$ cat src/rtl/seq_alu_pkg.sv
// seq_alu shared definitions: opcodes, FSM states, flag indices.
// Imported by the seq_alu top and used by the bench.
package seq_alu_pkg;

  localparam logic [4:0] OP_ADD = 5'd0;
  localparam logic [4:0] OP_SUB = 5'd1;
  localparam logic [4:0] OP_AND = 5'd2;
  localparam logic [4:0] OP_OR  = 5'd3;
  localparam logic [4:0] OP_XOR = 5'd4;
  localparam logic [4:0] OP_NOT = 5'd5;
  localparam logic [4:0] OP_SHR = 5'd6;
  localparam logic [4:0] OP_ROR = 5'd7;
  localparam logic [4:0] OP_MAX = 5'd8;
  localparam logic [4:0] OP_MIN = 5'd9;
  localparam logic [4:0] OP_ABS = 5'd10;
  localparam logic [4:0] OP_MUL = 5'd11;
  localparam logic [4:0] OP_DIV = 5'd12;

  typedef enum logic [1:0] {
    ST_IDLE = 2'd0,
    ST_EXEC = 2'd1,
    ST_MUL  = 2'd2,
    ST_DIV  = 2'd3
  } state_e;

  localparam int F_N    = 0;
  localparam int F_Z    = 1;
  localparam int F_O    = 2;
  localparam int F_E    = 3;
  localparam int F_CO   = 4;
  localparam int NFLAGS = 5;

endpackage

$ cat src/rtl/seq_alu_shifter.sv
// seq_alu_shifter: combinational right shift with fill bit,
// or right rotate, by an SHW-bit run-time amount.
module seq_alu_shifter #(
  parameter int WIDTH = 8,
  parameter int SHW   = $clog2(WIDTH)
) (
  input  logic [WIDTH-1:0] a,
  input  logic [SHW-1:0]   amt,
  input  logic             fill,
  input  logic             rot,
  output logic [WIDTH-1:0] y
);

  logic [2*WIDTH-1:0] ext;

  // Upper half supplies the bits shifted in: a copy of a or the fill.
  always_comb begin
    ext = rot ? {a, a} : {{WIDTH{fill}}, a};
    y   = WIDTH'(ext >> amt);
  end

endmodule

$ cat src/rtl/seq_alu.sv
// seq_alu: registered multi-cycle ALU with start/done handshake.
// SEQ_ALU_DIV_EN adds op 12 as iterative unsigned division.
module seq_alu
  import seq_alu_pkg::*;
#(
  parameter int WIDTH = 8,
  parameter int SHW   = $clog2(WIDTH)
) (
  input  logic             clk,
  input  logic             rst,
  input  logic             start,
  input  logic [4:0]       op,
  input  logic [WIDTH-1:0] a,
  input  logic [WIDTH-1:0] b,
  input  logic             si,
  input  logic             ci,
  output logic             busy,
  output logic             done,
  output logic [WIDTH-1:0] r,
  output logic [WIDTH-1:0] r_hi,
  output logic             n,
  output logic             z,
  output logic             o,
  output logic             e,
  output logic             co
);

  localparam logic [SHW-1:0] CNT_LAST = SHW'(WIDTH - 1);
  localparam logic [WIDTH-1:0] MOST_NEG =
    {1'b1, {(WIDTH-1){1'b0}}};

  state_e state_q, state_d;
  logic [4:0] op_q, op_d;
  logic [WIDTH-1:0] a_q, a_d;
  logic [WIDTH-1:0] b_q, b_d;
  logic si_q, si_d;
  logic ci_q, ci_d;
  logic [WIDTH-1:0] acc_q, acc_d;
  logic [WIDTH-1:0] mq_q, mq_d;
  logic [SHW-1:0] cnt_q, cnt_d;
  logic busy_q, busy_d;
  logic done_q, done_d;
  logic [WIDTH-1:0] r_q, r_d;
  logic [WIDTH-1:0] r_hi_q, r_hi_d;
  logic [NFLAGS-1:0] flags_q, flags_d;

  logic [WIDTH-1:0] sh_y;
  logic [WIDTH:0] add_s;
  logic [WIDTH:0] sub_s;
  logic [WIDTH-1:0] ex_r;
  logic [NFLAGS-1:0] ex_f;
  logic ex_known;

  logic [WIDTH:0] mul_sum;
  logic [WIDTH-1:0] prod_hi;
  logic [WIDTH-1:0] prod_lo;

`ifdef SEQ_ALU_DIV_EN
  logic [WIDTH:0] div_sh;
  logic div_ge;
  logic [WIDTH-1:0] div_rem;
  logic [WIDTH-1:0] div_quo;
  logic div_zero;
`endif

  seq_alu_shifter #(
    .WIDTH (WIDTH),
    .SHW   (SHW)
  ) u_shifter (
    .a    (a_q),
    .amt  (b_q[SHW-1:0]),
    .fill (si_q),
    .rot  (op_q == OP_ROR),
    .y    (sh_y)
  );

  // Single-cycle result and flags from the captured operands.
  always_comb begin
    ex_r     = '0;
    ex_f     = '0;
    ex_known = 1'b1;
    add_s = {1'b0, a_q} + {1'b0, b_q}
          + {{WIDTH{1'b0}}, ci_q};
    sub_s = {1'b0, a_q} - {1'b0, b_q};
    case (op_q)
      OP_ADD: begin
        ex_r        = add_s[WIDTH-1:0];
        ex_f[F_CO]  = add_s[WIDTH];
        ex_f[F_O]   = (a_q[WIDTH-1] == b_q[WIDTH-1])
                   && (add_s[WIDTH-1] != a_q[WIDTH-1]);
      end
      OP_SUB: begin
        ex_r        = sub_s[WIDTH-1:0];
        ex_f[F_CO]  = sub_s[WIDTH];
        ex_f[F_O]   = (a_q[WIDTH-1] != b_q[WIDTH-1])
                   && (sub_s[WIDTH-1] != a_q[WIDTH-1]);
      end
      OP_AND: ex_r = a_q & b_q;
      OP_OR:  ex_r = a_q | b_q;
      OP_XOR: ex_r = a_q ^ b_q;
      OP_NOT: ex_r = ~a_q;
      OP_SHR: ex_r = sh_y;
      OP_ROR: ex_r = sh_y;
      OP_MAX: ex_r = ($signed(a_q) > $signed(b_q)) ? a_q : b_q;
      OP_MIN: ex_r = ($signed(a_q) < $signed(b_q)) ? a_q : b_q;
      OP_ABS: begin
        ex_r      = a_q[WIDTH-1] ? -a_q : a_q;
        ex_f[F_O] = (a_q == MOST_NEG);
      end
      default: ex_known = 1'b0;
    endcase
    if (ex_known) begin
      ex_f[F_N] = ex_r[WIDTH-1];
      ex_f[F_Z] = (ex_r == '0);
      ex_f[F_E] = (a_q == b_q);
    end
  end

  // One shift-add step on {acc, multiplier}; multiplicand is b.
  always_comb begin
    mul_sum = {1'b0, acc_q}
            + (mq_q[0] ? {1'b0, b_q} : {(WIDTH+1){1'b0}});
    prod_hi = mul_sum[WIDTH:1];
    prod_lo = {mul_sum[0], mq_q[WIDTH-1:1]};
  end

`ifdef SEQ_ALU_DIV_EN
  // One restoring-division step: remainder in acc, quotient in mq.
  always_comb begin
    div_sh   = {acc_q, mq_q[WIDTH-1]};
    div_ge   = (div_sh >= {1'b0, b_q});
    div_rem  = div_ge ? WIDTH'(div_sh - {1'b0, b_q})
                      : div_sh[WIDTH-1:0];
    div_quo  = {mq_q[WIDTH-2:0], div_ge};
    div_zero = (b_q == '0);
  end
`endif

  // Handshake FSM and output register next-state.
  always_comb begin
    state_d = state_q;
    op_d    = op_q;
    a_d     = a_q;
    b_d     = b_q;
    si_d    = si_q;
    ci_d    = ci_q;
    acc_d   = acc_q;
    mq_d    = mq_q;
    cnt_d   = cnt_q;
    busy_d  = busy_q;
    done_d  = 1'b0;
    r_d     = r_q;
    r_hi_d  = r_hi_q;
    flags_d = flags_q;
    case (state_q)
      ST_IDLE: begin
        if (start) begin
          op_d   = op;
          a_d    = a;
          b_d    = b;
          si_d   = si;
          ci_d   = ci;
          acc_d  = '0;
          mq_d   = a;
          cnt_d  = '0;
          busy_d = 1'b1;
          if (op == OP_MUL) begin
            state_d = ST_MUL;
`ifdef SEQ_ALU_DIV_EN
          end else if (op == OP_DIV) begin
            state_d = ST_DIV;
`endif
          end else begin
            state_d = ST_EXEC;
          end
        end
      end
      ST_EXEC: begin
        r_d     = ex_r;
        r_hi_d  = '0;
        flags_d = ex_f;
        done_d  = 1'b1;
        busy_d  = 1'b0;
        state_d = ST_IDLE;
      end
      ST_MUL: begin
        acc_d = prod_hi;
        mq_d  = prod_lo;
        cnt_d = cnt_q + SHW'(1);
        if (cnt_q == CNT_LAST) begin
          r_d           = prod_lo;
          r_hi_d        = prod_hi;
          flags_d       = '0;
          flags_d[F_N]  = prod_hi[WIDTH-1];
          flags_d[F_Z]  = ({prod_hi, prod_lo} == '0);
          flags_d[F_E]  = (a_q == b_q);
          done_d        = 1'b1;
          busy_d        = 1'b0;
          state_d       = ST_IDLE;
        end
      end
`ifdef SEQ_ALU_DIV_EN
      ST_DIV: begin
        acc_d = div_rem;
        mq_d  = div_quo;
        cnt_d = cnt_q + SHW'(1);
        if (cnt_q == CNT_LAST) begin
          r_d           = div_zero ? '1 : div_quo;
          r_hi_d        = div_zero ? a_q : div_rem;
          flags_d       = '0;
          flags_d[F_N]  = r_d[WIDTH-1];
          flags_d[F_Z]  = (r_d == '0);
          flags_d[F_O]  = div_zero;
          flags_d[F_E]  = (a_q == b_q);
          done_d        = 1'b1;
          busy_d        = 1'b0;
          state_d       = ST_IDLE;
        end
      end
`endif
      default: begin
        busy_d  = 1'b0;
        state_d = ST_IDLE;
      end
    endcase
  end

  // State, captured operands and output registers.
  always_ff @(posedge clk or posedge rst) begin
    if (rst) begin
      state_q <= ST_IDLE;
      op_q    <= '0;
      a_q     <= '0;
      b_q     <= '0;
      si_q    <= 1'b0;
      ci_q    <= 1'b0;
      acc_q   <= '0;
      mq_q    <= '0;
      cnt_q   <= '0;
      busy_q  <= 1'b0;
      done_q  <= 1'b0;
      r_q     <= '0;
      r_hi_q  <= '0;
      flags_q <= '0;
    end else begin
      state_q <= state_d;
      op_q    <= op_d;
      a_q     <= a_d;
      b_q     <= b_d;
      si_q    <= si_d;
      ci_q    <= ci_d;
      acc_q   <= acc_d;
      mq_q    <= mq_d;
      cnt_q   <= cnt_d;
      busy_q  <= busy_d;
      done_q  <= done_d;
      r_q     <= r_d;
      r_hi_q  <= r_hi_d;
      flags_q <= flags_d;
    end
  end

  assign busy = busy_q;
  assign done = done_q;
  assign r    = r_q;
  assign r_hi = r_hi_q;
  assign n    = flags_q[F_N];
  assign z    = flags_q[F_Z];
  assign o    = flags_q[F_O];
  assign e    = flags_q[F_E];
  assign co   = flags_q[F_CO];

endmodule

$ cat config.mk
export PLATFORM = sky130hd
export DESIGN_NAME = seq_alu
export DESIGN_NICKNAME = d
export VERILOG_FILES = /design/src/rtl/seq_alu_pkg.sv /design/src/rtl/seq_alu_shifter.sv /design/src/rtl/seq_alu.sv
export SDC_FILE = /design/constraint.sdc
export NUM_CORES = 1
export LEC_CHECK = 0
export ABC_AREA = 0
export CORE_AREA = 2 2 99 101
export DETAILED_ROUTE_END_ITERATION = 7
export DIE_AREA = 0 0 101 103
export DONT_BUFFER_PORTS = 1
export PLACE_DENSITY_LB_ADDON = 0.3
export SYNTH_ARGS = -nofsm -noshare
export SYNTH_HDL_FRONTEND = slang
export SYNTH_HIERARCHICAL = 1
export SYNTH_SLANG_ARGS = --single-unit
$ cat constraint.sdc
create_clock -name clk -period 3.8 [get_ports clk]
set_input_delay 0.76 -clock clk [delete_from_list [all_inputs] [get_ports clk]]
set_output_delay 0.76 -clock clk [all_outputs]
set_load 0.02 [all_outputs]
; Word level (Yosys, flattened, before mapping)
; Cells that the tools add are included.
[classes]
addsub = 6
magnitude_cmp = 2
eq_ne = 22
n_shift = 1
muxes = 32
bitwise_logic = 4
n_reduce_logical = 14
[op_table]
columns = operator, n
row1 = $pmux 8 s10, 1
row2 = $mux 8, 8
row3 = $pmux 8 s2, 4
row4 = $eq 5x3->1 const B, 4
row5 = $eq 5x4->1 const B, 4
row6 = $add 8x8->9, 2
row7 = $logic_not 16->1, 1
row8 = $mux 16, 1
row9 = $shr 16x3->8, 1
row10 = $reduce_or 11->1, 1
row11 = $eq 5x2->1 const B, 2
row12 = $pmux 5 s2, 1
row13 = $add 9x1->9, 1
row14 = $sub 8x8->9, 1
row15 = $and 8x8->8, 1
row16 = $eq 8x8->1, 1
row17 = $eq 8x8->1 const B, 1
row18 = $gt 8x8->1, 1
row19 = $logic_not 8->1, 1
row20 = $lt 8x8->1, 1
row21 = $mux 2, 4
row22 = $neg 8->8, 1
row23 = $not 8->8, 1
row24 = $or 8x8->8, 1
row25 = 22 further kinds, 36
[totals]
regBits = 67

; Depth between registers and ports, before layout
; Gate-level depths: netlist (run 1).
[depth]
word_depth = 7
ltp_mapped = 16

; Hierarchy
; Netlist (run 1), hierarchy kept.
[by_module_without_submodules]
columns = mod, n_inst, cells_each, area_each_um2
row1 = seq_alu, 1, 572, 5277.6
row2 = seq_alu_shifter, 1, 60, 419.2

; Worst setup path after synthesis (run 1)
; No wires, ideal clock.
[synth_path]
path_kind = register to register
start = reg a_q[7]
end = reg flags_q[1]
setup_time_ns = 0.076
arrival_ns = 2.889
required_ns = 3.724
slack_ns = 0.835
stages_incl_launch_ff = 13
n_path_buf = 2
cell_sequence = dfrtp_1 clkbuf_1 inv_1 ha_1 buf_2 and2_1 o21bai_2 a31oi_4 o2bb2ai_1 a221o_1 nor4_2 nand3b_1 o21ai_1
[synth_between]
elab_chain_len = 6
[synth_rtl]
columns = element, line_no
row1 = start: declaration, seq_alu.sv:34  ; logic [WIDTH-1:0] a_q, a_d;
row2 = start signal: assignment, seq_alu.sv:233  ; a_q <= '0;
row3 = start signal: assignment, seq_alu.sv:248  ; a_q <= a_d;
row4 = "$add 8x8->9, or another cell as far along", seq_alu.sv:82  ; add_s = {1'b0, a_q} + {1'b0, b_q}
row5 = "$add 9x1->9, or another cell as far along", seq_alu.sv:83  ; + {{WIDTH{1'b0}}, ci_q};
row6 = $pmux 8 s10 *, seq_alu.sv:85  ; case (op_q)
row7 = $logic_not 8->1 *, seq_alu.sv:114  ; ex_f[F_Z] = (ex_r == '0);
row8 = $mux 2 *, seq_alu.sv:112  ; if (ex_known) begin
row9 = $pmux 5 s2 *, seq_alu.sv:155  ; case (state_q)
row10 = end signal: assignment, seq_alu.sv:259  ; flags_q <= flags_d;
row11 = end: declaration, seq_alu.sv:45  ; logic [NFLAGS-1:0] flags_q, flags_d;
; Every way passes the cells marked *; elsewhere a longest branch is shown, timed or not.
; A chain may end at the register's enable or synchronous reset.

; Final worst setup path (run 1)
[layout_path]
start = reg b_q[6]
end = reg r_q[7] (netlist: r[7])
[layout_between]
elab_chain_len = 4
[layout_rtl]
columns = element, line_no
row1 = start: declaration, seq_alu.sv:35  ; logic [WIDTH-1:0] b_q, b_d;
row2 = start signal: assignment, seq_alu.sv:234  ; b_q <= '0;
row3 = start signal: assignment, seq_alu.sv:249  ; b_q <= b_d;
row4 = "$add 8x8->9, or another cell as far along", seq_alu.sv:82
row5 = "$add 9x1->9, or another cell as far along", seq_alu.sv:83
row6 = $pmux 8 s10 *, seq_alu.sv:85
row7 = $pmux 8 s2 *, seq_alu.sv:155
row8 = end signal: assignment, seq_alu.sv:257  ; r_q <= r_d;
row9 = end: declaration, seq_alu.sv:43  ; logic [WIDTH-1:0] r_q, r_d;
; Marked as above.

==> reports/metrics.yaml, run 1 <==
final_common_cell: "dfrtp_1"
rr_worst_depth: 10
root_buffer: "clkbuf_8"
drive_gt1_share_pct: 14.7
power.leakage_nw: 2.59
worstHoldPathType: "flop to flop"
worst_ep_arrival_time_ns: 3.47
numCtsBuffers: 9
antenna_found_initial: 0
h-tree-depth: 3
r2r_end: "r[7]"
whs_path_depth: 1
finalHoldViolations: 0
r2r_setup_slack_ns: 0.57
post_cts_buffers: 0
finalNetCount: 696
ys_types: 74
cts_sinks: 67
status: "finished, final reports clean"
syn_nets: 700
grt_overflow_total: 0
post-route-period-util_pct: 84.9
grt_start_max_net_pins: 54
drc: 0
clk_latency_ns: 0.36
period_needed_ns: 3.23
min_to: "acc_q[6]"
syn2layout_area_growth_pct: 5.93
synth_top_cell_area_share_pct: 29.4
core_area_um2: 9460
final_cell_mix: "67 x dfrtp_1, 47 x nand2_1, 40 x nor2_1"
synthFlopType: "dfrtp_1"
grt_pass1_vias: 4874
gp_congestion: 0.996
synth-async-reset-ratio_pct: 100
track_usage_pct: 33.3
worst_slew_pin_slew_ns: 1.10
io_pins: 49
io_buffer_count: 0
synthTopCellsByArea: "dfrtp_1 29%, ha_1 8.3%, mux2i_1 5.8%"
rsz0062_at_grt: "false"
drt_iter0_drc: 485
cts_resized: 0
fmax_mhz: 310
syn_inst: 632
worstSetupStartpointType: "flop"
cts_hold_buf: 0
wl_per_cell_um: 22.3
fill_cells: 794
die_y_um: 103
crit_type: "flop to flop"
finalSetupTns_ns: 0
final-setup-viol-count: 0
cts_tree: "yes"
total_power_mw: 3.54
powerDensity_nw_per_um2: 587
path_clk_slew_ns: 0.08
dp_hpwl_um: 12300
ant_nets: 0
cp_max_fo: 8
die_w_um: 101
yosysTopAreaCell: "dfrtp_1"
yosys_warnings: 6
avgSynthCellArea_um2: 9.01
hold_start: "acc_q[6]"
drv_cap: 0
vias: 5160
rows: 36
relSlewSlack_pct: 26.6
cp_data_required_time_ns: 4.05
dr.pass1.iters: 5
antenna_cells: 0
dieArea_um2: 10400
skew_ns: 0.0110
viasPerCell: 6.91
ys_seq_area_share_pct: 29.4
clk_path_buf_depth: 2
drv_slew: 0
grt_first_pass_wirelength_um: 26500
ys_seq_elements: 67
r2r-start: "b_q[6]"
ir_drop_uv: 471
routed_wl_um: 16600
cp-end-kind: "flop"
netlist_area_um2: 5700
synth_enable_flop_cells: 0
start_util_pct: 60.2
-- where the power goes --
group	internal (mW)	switching, mW
Combinational	0.744	1.11
Sequential	0.844	0.227
Clock	0.307	0.304
Total	1.89	1.65
-- kinds of logic (layout without fill, tap and decap cells) --
| group | count (synthesis) | count (layout) | share of synthesized area, % |
|---|---|---|---|
| AOI/OAI and AO/OA | 201 | 201 | 24.8 |
| xor gates and xnor gates | 12 | 12 | 1.84 |
| adders and majority gates | 42 | 42 | 9.75 |
| buffers and inverters | 72 | 73 | 5.29 |
| DFF | 67 | 67 | 29.4 |
| muxes | 64 | 64 | 12.5 |
| and+or+nand+nor | 174 | 174 | 16.4 |
-- stage by stage --
step | hold slack [ns] | setup slack (ns) | cells | cell area (um2) | utilization [%]
after floorplan | 0.472 | 0.835 | 632 | 5700 | -
after global placement | 0.484 | 0.722 | 731 | 5830 | 61.7
after detailed placement | 0.511 | 0.697 | 731 | 5830 | 61.7
after CTS | 0.532 | 0.666 | 747 | 6030 | 63.8
after global routing | 0.533 | 0.386 | 747 | 6030 | 63.8
final | 0.539 | 0.574 | 747 | 6030 | 63.8
-- worst max path at each step --
stage | to | from | depth (start not counted)
after floorplan | flags_q[1] | a_q[7] | 12
after global placement | flags_q[0] | b_q[6] | 10
after detailed placement | r[7] | b_q[4] | 10
after CTS | flags_q[1] | mq_q[0] | 9
after global routing | flags_q[1] | b_q[0] | 11
final | r[7] | b_q[6] | 10
-- layout make-up --
| class | instances | area [um2] | share of cell area (%) |
|---|---|---|---|
| well taps | 114 | 143 | 2.36 |
| clock inverters | 7 | 76.3 | 1.26 |
| multi-input cells | 493 | 3720 | 61.6 |
| flip-flops and latches | 67 | 1680 | 27.8 |
| repair buffers | 22 | 165 | 2.74 |
| inverters | 35 | 131 | 2.18 |
| clock buffers | 9 | 124 | 2.05 |
-- critical path, cell delays in order, from the launching register on --
cell	delay, ns
dfrtp_1	0.46
inv_1	0.16
ha_1	0.45
or4_1	0.70
o21bai_2	0.23
a31oi_4	0.10
mux2i_1	0.20
nor2_1	0.06
nor4b_2	0.40
o21ai_1	0.18
o22a_1	0.20
-- metal layers --
layer / part of all wire, % / track usage [%]
met4: 2.7 / 12.4
met3: 9.5 / 8.00
met5: 0 / 0
met2: 44 / 49.1
met1: 44 / 47.5
-- cells in the mapped netlist (9+ instances only) --
library cell   n
o22ai_1       24
mux2i_1       33
mux2_2        28
nor2_1        40
xnor2_1       10
a21oi_1       39
and2_1        14
nand3_1       17
nor2b_1        9
clkbuf_1      18
ha_1          38
a22oi_1        9
buf_2         10
o21ai_0       38
inv_1         35
nand2_1       47
dfrtp_1       67
-- flip-flops by register name (all words and copies together), names as in the netlist, 2 cells and up --
| name | flops |
|---|---|
| a_q | 8 |
| acc_q | 8 |
| b_q | 8 |
| mq_q | 8 |
| r | 8 |
| r_hi | 8 |
| flags_q | 5 |
| op_q | 5 |
| cnt_q | 3 |
| state_q | 2 |
Power figures use the tool's default switching activity.
==> run 2, diff against run 1 <==
Settings changed: CORE_AREA 2 2 99 101 to 2 2 102 104, DIE_AREA 0 0 101 103 to 0 0 104 106.
Clock period 3.8 ns to 2.7 ns, I/O delays scaled along.
==> run 2 against run 1 <==
Compared with the run above: the flow now finishes with violations (setup timing); non-clock buffer count is 111 higher; critical path depth shrank 1; count of clock-buffer cells in the layout up 2; utilization up 9.3 points; register-to-register slack got worse by 0.70 ns; clock skew rose by 0.00066 ns; flip-flop and latch count did not move; combinational power rose by 110%.
==> reports/metrics.yaml, run 2 (synthesis results as in run 1) <==
h-tree-depth: 3
p_comb_share_pct: 63.7
die_w_um: 104
final_common_cell: "buf_4"
drc: 0
root_buffer: "clkbuf_8"
finalNetCount: 807
drive_gt1_share_pct: 36.0
antenna_cells: 0
multi_input_area_um2: 4070
worstHoldPathType: "input port to async pin"
rows: 37
path_buf_inv: 0
die_y_um: 106
grt_overflow_total: 0
timing.critical_path.max_delay_family: "simple AND/OR/NAND/NOR gates"
core_area_um2: 10000
cp_data_required_time_ns: 2.99
track_usage_pct: 35.3
final-setup-viol-count: 9
worst_ep_arrival_time_ns: 3.11
gp_congestion: 1.00
powerDensity_nw_per_um2: 844
post-route-period-util_pct: 104
finalHoldViolations: 0
clk_latency_ns: 0.36
period_needed_ns: 2.82
status: "finished with violations"
max_stage_delay_ns: 0.53
total_power_mw: 6.17
finish.utilization_pct: 73.1
relSlewSlack_pct: 50.6
regArea_um2: 1680
grt_start_max_net_pins: 68
antenna_found_initial: 0
dieArea_um2: 11000
vias: 5841
worstSetupStartpointType: "flop"
clk_path_buf_depth: 2
drv_slew: 0
cts_sinks: 67
routed_wl_um: 19700
power.leakage_nw: 3.20
worst_slack_ns: -0.121
pre_cts_slack_ns: -0.290
drt_iter0_drc: 554
ant_nets: 0
ir_drop_uv: 581
drv_cap: 0
numCtsBuffers: 9
fmax_mhz: 354
grt_first_pass_wirelength_um: 30500
crit_type: "flop to flop"
power_frac_clock_pct: 12.1
final_cell_mix: "119 x buf_4, 61 x dfrtp_1, 45 x nand2_1"
worst_slew_pin_slew_ns: 0.740
dp_hpwl_um: 14200
violations: "setup timing"
fill_cells: 743
crit_path_top_delay_cell: "or4_4"
sw_frac_of_total_pct: 44.9
viasPerCell: 6.64
finalSetupTns_ns: -0.612
path_clk_slew_ns: 0.08
wl_per_cell_um: 22.3
cp_max_fo: 5
syn2layout_area_growth_pct: 28.3
seqPwrFrac_pct: 24.2
start_util_pct: 57.0
cp-end-kind: "flop"
io_buffer_count: 0
p_switching_mw: 2.77
grt_pass1_vias: 5711
p_int_mw: 3.40
rsz0062_at_grt: "true"
io_pins: 49
cts_tree: "yes"
skew_ns: 0.0117
worstPathCellList: "and2_4 -> ha_4 -> fa_2 -> nor4_2 -> nand3_1 -> or4_4 -> or4_4 -> o31a_1 -> o21ai_1"
dr.pass1.iters: 5
r2r_setup_slack_ns: -0.12
cpMostUsedCell: "or4_4"
[run 2: cell types whose count changed in the layout (fill, tap and decap cells not counted), sizes merged]
cell,change
clkinv,+1
inv,-2
buf,+111
bufinv,-1
clkbuf,+2
[run 2: metal layers]
metal	global-route usage, %	vias up	wire length [um]
met3	6.19	73	1770
li1	-	2590	-
met2	57.0	337	9180
met4	15.3	0	829
met5	0	-	0
met1	46.7	2841	7880
[run 2: power by group through the flow]
stage,Combinational (mW),Clock [mW],Sequential (mW)
final,3.93,0.745,1.49
after global routing,4.16,0.792,1.51
after CTS,3.52,0.744,1.48
after detailed placement,3.22,0,1.49
after global placement,3.13,0,1.47
after floorplan,1.96,0,1.48
[run 2: final timing paths]
check                              start          to  cells after the start
worst max-delay path              b_q[0]  flags_q[1]                      9
worst min-delay path                 rst      a_q[7]                      2
worst max register to register    b_q[0]  flags_q[1]                      9
worst min register to register  acc_q[6]    acc_q[6]                      1
max in group asynchronous            rst      b_q[4]                      2
min in group clk                    b[0]      b_q[0]                      1
[run 2: final cells by class]
type	count	area share, %
clock buffer	11	1.80
clock inverter	5	0.411
inverter	35	1.83
multi-input combinational	493	55.7
sequential	67	23.0
tap	136	2.33
timing repair buffer	133	14.8
[run 2: timing repair]
item / 4_1_cts / 5_1_grt
setup endpoints to repair: 11 / 11
buffers inserted: 13 / 13
pin swaps: 27 / 41
resized for setup: 56 / 38
hold buffers: 0 / 0
[run 2: metrics by stage]
step / std cells / cell area (um2) / hold WS, ns
floorplan: 632 / 5740 / 0.472
CTS: 869 / 7060 / 0.142
finish: 880 / 7310 / 0.127
detailed placement: 841 / 6580 / 0.498
global route: 880 / 7310 / 0.150
global placement: 841 / 6580 / 0.491
